**src/rtl/if_stage.sv**
```systemverilog
// Instruction-fetch stage: owns the PC, runs one req/addr_ok/data_ok fetch at a time,
// holds the word for decode, and handles delay slots, exception redirects and AdEL tagging.
module if_stage #(
   parameter logic [31:0] RESET_PC = 32'hBFC00000,
   localparam int unsigned XLEN = 32
) (
   input  logic            clk,
   input  logic            reset,
   input  logic            next_pc_is_next,
   input  logic            next_pc_is_branch_target,
   input  logic            next_pc_is_jal_target,
   input  logic            next_pc_is_jr_target,
   input  logic [XLEN-1:0] branch_target,
   input  logic [XLEN-1:0] jal_target,
   input  logic [XLEN-1:0] jr_target,
   input  logic            id_br_fire,
   input  logic            id_allowin,
   input  logic            exc_redirect,
   input  logic [XLEN-1:0] exc_pc,
   output logic            inst_sram_req,
   output logic [XLEN-1:0] inst_sram_addr,
   input  logic            inst_sram_addr_ok,
   input  logic            inst_sram_data_ok,
   input  logic [XLEN-1:0] inst_sram_rdata,
   output logic            is_IF_ID_valid,
   output logic [XLEN-1:0] if_id_pc,
   output logic [XLEN-1:0] if_id_inst,
   output logic            if_id_exc_adel
);

   typedef enum logic [2:0] {
      S_IDLE = 3'd0,
      S_REQ  = 3'd1,
      S_WAIT = 3'd2,
      S_OUT  = 3'd3,
      S_DROP = 3'd4
   } state_t;

   state_t          state, state_nxt;
   logic [XLEN-1:0] pc, pc_nxt;
   logic            pend, pend_nxt;
   logic [XLEN-1:0] pend_target, pend_target_nxt;
   logic            req_nxt;
   logic            valid_nxt;
   logic [XLEN-1:0] out_pc_nxt, out_inst_nxt;
   logic            out_adel_nxt;

   logic            if_fire;
   logic            br_now;
   logic            accepted;
   logic            misaligned;
   logic [XLEN-1:0] sel_target;

   assign if_fire    = is_IF_ID_valid & id_allowin;
   assign br_now     = id_br_fire & ~next_pc_is_next;
   assign accepted   = inst_sram_req & inst_sram_addr_ok;
   assign misaligned = (pc[1:0] != 2'b00);
   assign inst_sram_addr = pc;

   // Redirect target is a one-hot AND-OR of decode's select lines.
   assign sel_target = ({XLEN{next_pc_is_branch_target}} & branch_target)
                     | ({XLEN{next_pc_is_jal_target}}    & jal_target)
                     | ({XLEN{next_pc_is_jr_target}}     & jr_target);

   // State register.
   always_ff @(posedge clk) begin
      if (reset) begin
         state <= S_IDLE;
      end else begin
         state <= state_nxt;
      end
   end

   // Next-state logic; redirect outranks everything, and an outstanding read is always drained.
   always_comb begin
      state_nxt = state;
      case (state)
         S_IDLE: state_nxt = S_REQ;
         S_REQ: begin
            if (exc_redirect) begin
               state_nxt = accepted ? S_DROP : S_REQ;
            end else if (misaligned) begin
               state_nxt = S_OUT;
            end else if (accepted) begin
               state_nxt = S_WAIT;
            end
         end
         S_WAIT: begin
            if (exc_redirect) begin
               state_nxt = inst_sram_data_ok ? S_REQ : S_DROP;
            end else if (inst_sram_data_ok) begin
               state_nxt = S_OUT;
            end
         end
         S_OUT: begin
            if (exc_redirect || if_fire) begin
               state_nxt = S_REQ;
            end
         end
         S_DROP: begin
            if (inst_sram_data_ok) begin
               state_nxt = S_REQ;
            end
         end
         default: state_nxt = S_IDLE;
      endcase
   end

   // Output / datapath next values: PC selection, delay-slot pending target, IF/ID capture.
   always_comb begin
      pc_nxt          = pc;
      pend_nxt        = pend;
      pend_target_nxt = pend_target;
      out_pc_nxt      = if_id_pc;
      out_inst_nxt    = if_id_inst;
      out_adel_nxt    = if_id_exc_adel;

      if (exc_redirect) begin
         pc_nxt   = exc_pc;
         pend_nxt = 1'b0;
      end else begin
         if ((state == S_OUT) && if_fire) begin
            if (br_now) begin
               pc_nxt = sel_target;
            end else if (pend) begin
               pc_nxt = pend_target;
            end else begin
               pc_nxt = pc + XLEN'(4);
            end
            pend_nxt = 1'b0;
         end else if (br_now) begin
            // The word in flight is the delay slot; the target waits for it to leave.
            pend_nxt        = 1'b1;
            pend_target_nxt = sel_target;
         end

         if ((state == S_WAIT) && inst_sram_data_ok) begin
            out_pc_nxt   = pc;
            out_inst_nxt = inst_sram_rdata;
            out_adel_nxt = 1'b0;
         end else if ((state == S_REQ) && misaligned) begin
            out_pc_nxt   = pc;
            out_inst_nxt = '0;
            out_adel_nxt = 1'b1;
         end
      end

      req_nxt   = (state_nxt == S_REQ) && (pc_nxt[1:0] == 2'b00);
      valid_nxt = (state_nxt == S_OUT);
   end

   // Datapath and registered outputs.
   always_ff @(posedge clk) begin
      if (reset) begin
         pc             <= RESET_PC;
         pend           <= 1'b0;
         pend_target    <= '0;
         inst_sram_req  <= 1'b0;
         is_IF_ID_valid <= 1'b0;
         if_id_pc       <= '0;
         if_id_inst     <= '0;
         if_id_exc_adel <= 1'b0;
      end else begin
         pc             <= pc_nxt;
         pend           <= pend_nxt;
         pend_target    <= pend_target_nxt;
         inst_sram_req  <= req_nxt;
         is_IF_ID_valid <= valid_nxt;
         if_id_pc       <= out_pc_nxt;
         if_id_inst     <= out_inst_nxt;
         if_id_exc_adel <= out_adel_nxt;
      end
   end

endmodule
```
**config.mk**
```make
export PLATFORM = sky130hd
export DESIGN_NAME = if_stage
export DESIGN_NICKNAME = d
export VERILOG_FILES = /design/src/rtl/if_stage.sv
export SDC_FILE = /design/constraint.sdc
export NUM_CORES = 1
export LEC_CHECK = 0
export ABC_AREA = 0
export CORE_MARGIN = 4
export CORE_UTILIZATION = 45
export CTS_CLUSTER_SIZE = 14
export DETAILED_ROUTE_END_ITERATION = 8
export PLACE_DENSITY = 0.85
export SYNTH_ARGS = -nofsm -noshare
export SYNTH_HDL_FRONTEND = slang
export SYNTH_SLANG_ARGS = --single-unit
```
**constraint.sdc**
```tcl
create_clock -name clk -period 3.6 [get_ports clk]
set_clock_uncertainty 0.2 [all_clocks]
set_input_delay 0.72 -clock clk [delete_from_list [all_inputs] [get_ports clk]]
set_output_delay 0.72 -clock clk [all_outputs]
set_load 0.05 [all_outputs]
```
# Yosys cells after proc, flatten, opt, wreduce, memory -nomap -nowiden
# Index checks and enable logic that the tools add are counted.
[word_totals] reg_bits=135 in_bits=171 output_inout_bits=99 wordCells=61
[classes] n_addsub=1 n_eq_ne=6 muxes=20 n_bitwise=11 n_reduce_logical=13
[op_table] op="$mux W32" n=8
[op_table] op="$and A32 B32 Y32" n=3
[op_table] op="$or A32 B32 Y32" n=2
[op_table] op="$add A32 B3 Y32 const B" n=1
[op_table] op="$mux W3" n=9
[op_table] op="$pmux W3 S5" n=1
[op_table] op="$eq A3 B2 Y1 const B" n=3
[op_table] op="$eq A3 B1 Y1 const B" n=2
[op_table] op="$reduce_bool A2 Y1" n=3
[op_table] op="$logic_and A1 B1 Y1" n=4
[op_table] op="$and A1 B1 Y1" n=3
[op_table] op="$eq A3 B3 Y1 const B" n=1
[op_table] op="$logic_not A3 Y1" n=1
[op_table] op="$not A1 Y1" n=3
[op_table] op="$reduce_and A3 Y1" n=1
[op_table] op="$reduce_or A3 Y1" n=1
[op_table] op="$logic_not A2 Y1" n=1
[op_table] op="$mux W1" n=2
[op_table] op="$reduce_and A2 Y1" n=1
[op_table] op="$logic_or A1 B1 Y1" n=1

# Depth between registers and ports, before layout
# Gate-level depths: netlist of the first run.
[logic_depth] word_depth=8 mapped_depth=8 mapped_depth_nobuf=6

# Worst setup path before layout of the first run
# Ideal clock, no wire load.
[synth_path] kind="reg-to-reg" start="reg pc[2] (netlist: inst_sram_addr[2])" end="reg pc[28] (netlist: inst_sram_addr[28])" setup_ns=0.063 arrival_time_ns=2.344 required_time_ns=3.337 path_slack_ns=0.993 stages_incl_launch_ff=7 path_buffers=0 synth_period_minus_slack_ns=2.607 path_cell_list="dfxtp_1 > ha_1 > nand4_2 > nor4_2 > nand4_1 > or3_1 > nand3_1"
[synth_via] elab_chain_len=5
[synth_rtl] item="start: declaration" line_no="40" source="logic [XLEN-1:0] pc, pc_nxt;"
[synth_rtl] item="start signal: assignment" line_no="164" source="pc <= pc_nxt;"
[synth_rtl] item="$add A32 B3 Y32" line_no="128" source="pc_nxt = pc + XLEN'(4);"
[synth_rtl] item="$mux W32" line_no="125" source="end else if (pend) begin"
[synth_rtl] item="$mux W32" line_no="123" source="if (br_now) begin"
[synth_rtl] item="$mux W32" line_no="122" source="if ((state == S_OUT) && if_fire) begin"
[synth_rtl] item="$mux W32" line_no="118" source="if (exc_redirect) begin"
# No other way between the ends. The select of a mux whose other input is x is not followed.
# A chain may end at the register's enable or synchronous reset.

# Worst setup path in the final report of the first run
[layout_path] start="in exc_redirect" end="reg if_id_pc[26]"
[layout_via] elab_chain_len=2
[layout_rtl] item="start: declaration" line_no="18" source="input logic exc_redirect,"
[layout_rtl] item="$not A1 Y1 (no source line)"
[layout_rtl] item="$reduce_and A2 Y1 (no source line)"
[layout_rtl] item="end signal: assignment" line_no="169" source="if_id_pc <= out_pc_nxt;"
[layout_rtl] item="end: declaration" line_no="26" source="output logic [XLEN-1:0] if_id_pc,"
# No other way between the ends.

==> results of run 1 <==
[registers in the layout, summed over array words and instances, names as in the netlist]
signal	flops
inst_sram_req	1
if_id_inst	32
if_id_exc_adel	1
pend_target	32
inst_sram_addr	32
is_IF_ID_valid	1
pend	1
state	3
if_id_pc	32
[routing by layer]
layer  up-vias  global-route usage  wire [µm]
li1       3595                   -          -
met1      3487               0.360       9540
met2       459               0.435      11100
met3        61              0.0606       2480
met4         0               0.106        822
met5         -                   0          0
[synth_stat cells (9+ instances only)]
cell type | instances | area share
clkbuf_1 | 56 | 0.032
and3_1 | 18 | 0.017
nand3_1 | 55 | 0.041
nor2_1 | 61 | 0.034
buf_2 | 23 | 0.017
o21ai_0 | 31 | 0.023
xor2_1 | 13 | 0.017
nor3_1 | 11 | 0.0083
nand2_1 | 126 | 0.071
a31oi_1 | 10 | 0.0094
a211oi_1 | 40 | 0.045
nand4_1 | 13 | 0.012
o22ai_1 | 9 | 0.0085
a222oi_1 | 32 | 0.048
a21oi_1 | 99 | 0.075
dfxtp_1 | 135 | 0.41
[final cells by class]
type	instances	area share
multi-input combinational	623	0.357
timing repair buffer	290	0.286
sequential	135	0.269
clock buffer	24	0.0509
tap	184	0.0229
clock inverter	7	0.0115
inverter	7	0.00262
antenna	1	0.000249
[power groups by stage]
stage / sequential (µW) / combinational, µW / clock (µW)
3_5_place_dp: 1640 / 669 / 0
4_1_cts: 1610 / 673 / 1850
2_1_floorplan: 1720 / 251 / 0
6_report: 1610 / 676 / 1830
3_3_place_gp: 1640 / 661 / 0
5_1_grt: 1620 / 720 / 1900
[critical path: cells and delay by family]
kind	cells	cell delay, ns
AO/OA/AOI/OAI	2	0.33
buffers and inverters	4	1.75
AND/OR/NAND/NOR	1	0.14
[cell families (layout without fill, tap and decap cells)]
family	after synthesis	count (layout)	share of synthesized area
buffers and inverters	91	328	0.0571
AO/OA/AOI/OAI	267	267	0.269
other	0	1	0
adder cells (fa/ha/maj)	1	1	0.00188
AND/OR/NAND/NOR	335	335	0.239
multiplexers	3	3	0.00452
XOR/XNOR	17	17	0.0224
flip-flops	135	135	0.407
[final timing paths]
path | depth (start not counted) | endpoint
worst max-delay path | 7 | if_id_pc[26]$_SDFFE_PP0P_
worst min-delay path | 2 | if_id_pc[15]$_SDFFE_PP0P_
worst max register to register | 5 | inst_sram_addr[13]$_SDFFE_PP0P_
worst min register to register | 2 | if_id_pc[15]$_SDFFE_PP0P_
[through the flow]
stage	total power, µW	util	hold WS, ns	setup slack, ns	cell area (µm²)
2_1_floorplan	1970	-	0.273	0.993	6640
3_3_place_gp	2300	0.650	0.236	0.501	9420
3_5_place_dp	2310	0.650	0.242	0.436	9420
4_1_cts	4130	0.694	0.250	0.782	10000
5_1_grt	4240	0.694	0.261	0.557	10000
6_report	4120	0.694	0.247	0.759	10000
==> impl_results.md, run 1 <==
- PD cells: between 400 and 500 nW/µm²
- Setup tns final: 0 ns
- Multi-input logic area: around 3600 µm²
- Via Count: 7602
- Final Wtd Congestion: 0.913
- Sequential fraction of design power: 0.392
- Die height: 130 µm
- Worst Max-Slew Pin Slew: 0.718 ns
- Max VDD drop: around 0.35 mV
- Final Non-Filler Cells: ~1300
- Most frequent cells in the layout: clkdlybuf4s50_1, dfxtp_1, nand2_1
- Reg-to-reg slack, setup: about 1.2 ns
- NumNets Final: 1246
- Synth cell types: 60
- Critical Path Source: exc_redirect
- Clock power frac: 0.444
- Period Utilization, post-route: 0.789
- Fmax: approximately 350 MHz
- Yosys warning count: 0
- Port buffer count: ~270
- Minimum clock period: ~2.8 ns
- RSZ-0062 raised after global routing: no
- Post-Syn Area: between 6000 and 7000 µm²
- Core Area: around 14000 µm²
- Sw Pwr: 1060 µW
- WL per Instance: around 19 µm
- HPWL Detailed: 17300 µm
- Filler cells: between 1000 and 1500
- Initial antenna violation count: 1
- Crit-path cells: clkdlybuf4s50_1 -> buf_4 -> inv_1 -> a21oi_4 -> buf_4 -> nand2_1 -> a21oi_1
- Synthesized flop and latch total: around 140
- Req. time, crit path: about 3.7 ns
- Clock-pin slew on the worst setup and hold paths: around 0.06 ns
- CP arrival: ~3.0 ns
- Max_cap viols: 0
- CTS resizes: 0
- Headroom to the max-slew limit: 0.520
- Worst skew pair latency: between 0.4 and 0.5 ns
- R2r startpoint: inst_sram_addr[7]$_SDFFE_PP0P_
- Top_reg_cell synth: dfxtp_1
- Area Growth Syn to Fin: 51.2%
- Crit-path max cell delay: approximately 0.54 ns
- First-pass GRT wire length: 36500 µm
- TritonCTS buffer count: 17
- Slew Limit Fails: 0
- # IOs: 270
- Mean Syn Cell Area: 7.83 µm²
- Share of cells above drive strength 1: 0.0617
- Cells after DPL: 1239
- Sequential share of the synthesized area: 0.407
- Commonest non-fill, non-tap cell in the layout: clkdlybuf4s50_1
- Comb pwr share: 0.164
- Setup Fix Bufs, Post-CTS: 0
- Total Die Area: ~17000 µm²
- Crit-path most repeated cell: buf_4
- Crit-path slowest cell: buf_4
- Syn Nets: between 1000 and 1500
- Pin count of the biggest net entering global routing: 66
- Final setup viols: 0
- CP Capture Type: flop
- ANT nets after route: 0
- Drt total wl: between 20000 and 25000 µm
- Clk buf depth: 2
- Die width: between 100 and 150 µm
- Post-synth EDFFs: 0
- Hold_sp: if_id_pc[15]$_SDFFE_PP0P_
- Endpoints failing hold: 0
- Vias in the first global route: approximately 7000
- Row count: 44
- CTS Hold Bufs: 0
- DRT iter0 DRCs: just over 800
- Status: complete, no violations
- Total gr overflow: 0
- Root Buffer Master: clkbuf_16
- Static leakage: around 0.0034 µW
- CTS HTree Levels: 4
- Crit Path Class: input pin to flop
- Hold crit path type: flop to flop
- Vias per cell: 5.98
- Detailed Routing Iterations Pass 1: 6
- Clock Sinks: ~140
- Switching Fraction: 0.257
- Async SR Flop Fraction: 0
- DRC errors left: 0
- Int Power: 3060 µW
- CTS tree: built
- Area taken by flip-flops and latches: around 2700 µm²
- CP startpoint kind: input pin
- Crit path max fanout: 65
- Initial Util: 0.459
- GRT Util Overall: 0.272
- Post-Syn Instances: 849
Note: power is estimated with default switching activity, not from simulation.
==> run 2, diff against run 1 <==
--- a/config.mk
+++ b/config.mk
@@ -7,10 +7,10 @@
 export LEC_CHECK = 0
 export ABC_AREA = 0
 export CORE_MARGIN = 4
-export CORE_UTILIZATION = 45
+export CORE_UTILIZATION = 39
 export CTS_CLUSTER_SIZE = 14
 export DETAILED_ROUTE_END_ITERATION = 8
-export PLACE_DENSITY = 0.85
+export PLACE_DENSITY = 0.78
 export SYNTH_ARGS = -nofsm -noshare
 export SYNTH_HDL_FRONTEND = slang
 export SYNTH_SLANG_ARGS = --single-unit
==> constraint.sdc (replaced) <==
create_clock -name clk -period 2.3 [get_ports clk]
set_clock_uncertainty 0.2 [all_clocks]
set_input_delay 0.46 -clock clk [delete_from_list [all_inputs] [get_ports clk]]
set_output_delay 0.46 -clock clk [all_outputs]
set_load 0.05 [all_outputs]
==> impl_results.md, run 2 (synthesis results as in run 1) <==
- Die height: between 100 and 150 µm
- Area Growth Syn to Fin: 61.5%
- Row count: 47
- ANT nets after route: 0
- Clk buf depth: 2
- Crit path max fanout: 2
- Most frequent cells in the layout: clkdlybuf4s50_1, dfxtp_1, nand2_1
- HPWL Detailed: between 15000 and 20000 µm
- Hold crit path type: input pin to flop
- Hold_ws: 0.246 ns
- Switching Fraction: 0.266
- CTS Hold Bufs: 0
- N_diodes: 0
- Vias in the first global route: between 7000 and 8000
- CP arrival: between 1.5 and 2 ns
- WL per Instance: approximately 18 µm
- Comb pwr share: 0.191
- Pre-CTS WS: -0.328 ns
- Sequential fraction of design power: 0.394
- # IOs: 270
- Die width: approximately 140 µm
- CP Capture Type: output port
- Total gr overflow: 0
- Setup tns final: 0 ns
- TritonCTS buffer count: 17
- DRT iter0 DRCs: between 700 and 800
- Via Count: approximately 8000
- Max VDD drop: approximately 0.54 mV
- Crit-path max cell delay: 0.84 ns
- RSZ-0062 raised after global routing: no
- Crit-path slowest cell: clkdlybuf4s50_1
- Port buffer count: 269
- Initial antenna violation count: 0
- Drt total wl: about 25000 µm
- Headroom to the max-slew limit: 0.635
- Period Utilization, post-route: 0.980
- Vias per cell: 5.62
- Req. time, crit path: approximately 1.6 ns
- Core Area: between 15000 and 20000 µm²
- Worst skew pair latency: ~0.42 ns
- Crit-path cells: clkdlybuf4s50_1
- Fmax: 443 MHz
- Detailed Routing Iterations Pass 1: 5
- Clock Sinks: about 140
- Endpoints failing hold: 0
- Commonest non-fill, non-tap cell in the layout: clkdlybuf4s50_1
- Total Die Area: approximately 19000 µm²
- DRC errors left: 0
- Slew Limit Fails: 0
- CTS HTree Levels: 4
- Setup WS post-layout: between 0.04 and 0.05 ns
- Root Buffer Master: clkbuf_16
- Int Power: about 4700 µW
- Static leakage: between 0.003 and 0.004 µW
- Crit Path Class: flop to output port
- GRT Util Overall: 0.255
- Finished Core Util: 0.645
- Overall Power: 6360 µW
- Final setup viols: 0
- Sw Pwr: about 1700 µW
- Pin count of the biggest net entering global routing: 73
- Clock-pin slew on the worst setup and hold paths: 0.05 ns
- First-pass GRT wire length: between 40000 and 50000 µm
- Max_cap viols: 0
- PD cells: just under 600 nW/µm²
- Share of cells above drive strength 1: 0.156
- CTS tree: built
- Final Wtd Congestion: 0.939
- Status: complete, no violations
- Clock power frac: 0.415
- CP startpoint kind: flop
- Top Family by Delay on Critical Path: buffers and inverters
- Initial Util: 0.399
- Worst Max-Slew Pin Slew: about 0.55 ns
- Setup Fix Bufs, Post-CTS: 0
- Minimum clock period: 2.25 ns
- CP bufs+invs: 1
- NumNets Final: 1331
[run 2: cell types whose count changed in the layout (fill, tap and decap cells not counted), moves of 2 or more]
cell,change
clkdlybuf4s50_1,-38
a2111oi_1,+2
buf_12,+8
clkbuf_8,-4
dlymetal6s2s_1,+5
dfxtp_2,+8
a2111oi_0,-2
dlygate4sd2_1,+7
buf_4,+103
clkbuf_1,+4
dfxtp_1,-8
[run 2: final cells by class]
| cell class | count | area [µm²] |
|---|---|---|
| Clock inverter | 8 | 97.6 |
| Clock buffer | 24 | 472 |
| Fill cell | 1414 | 5910 |
| Multi-Input combinational cell | 623 | 3600 |
| Sequential cell | 135 | 2710 |
| Timing Repair Buffer | 375 | 3550 |
| Tap cell | 220 | 275 |
| Inverter | 7 | 26.3 |
[run 2: path summary, 6_finish.rpt]
check / startpoint / depth (start not counted) / endpoint / slack (ns)
setup / recovery: if_id_exc_adel$_SDFFE_PP0P_ / 1 / if_id_exc_adel / 0.05
hold / removal: reset / 2 / inst_sram_addr[20]$_SDFFE_PP0P_ / 0.25
setup reg to reg: inst_sram_addr[2]$_SDFFE_PP0P_ / 6 / inst_sram_addr[12]$_SDFFE_PP0P_ / 0.15
hold reg to reg: if_id_inst[2]$_SDFFE_PP0P_ / 2 / if_id_inst[2]$_SDFFE_PP0P_ / 0.25
[run 2: worst register-to-register path, cell delays in order (launching register included)]
cell and delay, ns:
dfxtp_2 0.33, ha_1 0.18, nand4_2 0.24, or4_1 0.60, a31oi_1 0.18, o21ai_0 0.15
a21oi_1 0.18
[run 2: metrics by stage]
step                      std cells  instance area [µm²]
after floorplan                 849                 6660
after global placement         1360                10200
after detailed placement       1360                10200
after CTS                      1392                10700
after global routing           1392                10700
final                          1392                10700
[run 2: repair_timing]
item                                    in CTS  in global routing
pin swaps                                    0                  3
resized for setup                            7                  8
endpoints found under the setup margin       7                 10
hold endpoints to repair                     0                  0
[run 2: power by group through the flow]
stage / sequential (µW) / combinational (µW) / clock (µW)
after floorplan: 2700 / 392 / 0
after global placement: 2550 / 1190 / 0
after detailed placement: 2550 / 1200 / 0
after CTS: 2500 / 1200 / 2670
after global routing: 2510 / 1280 / 2790
final: 2500 / 1210 / 2640
[run 2: metal layers]
metal  track usage  routed length, µm  up-vias  share of wire
met5             0                  0        -              0
met4        0.0868                498        0          0.020
met3        0.0501               1860       37          0.073
met2         0.418              12200      376           0.48
met1         0.339              10900     3649           0.43
li1              -                  -     3759              -
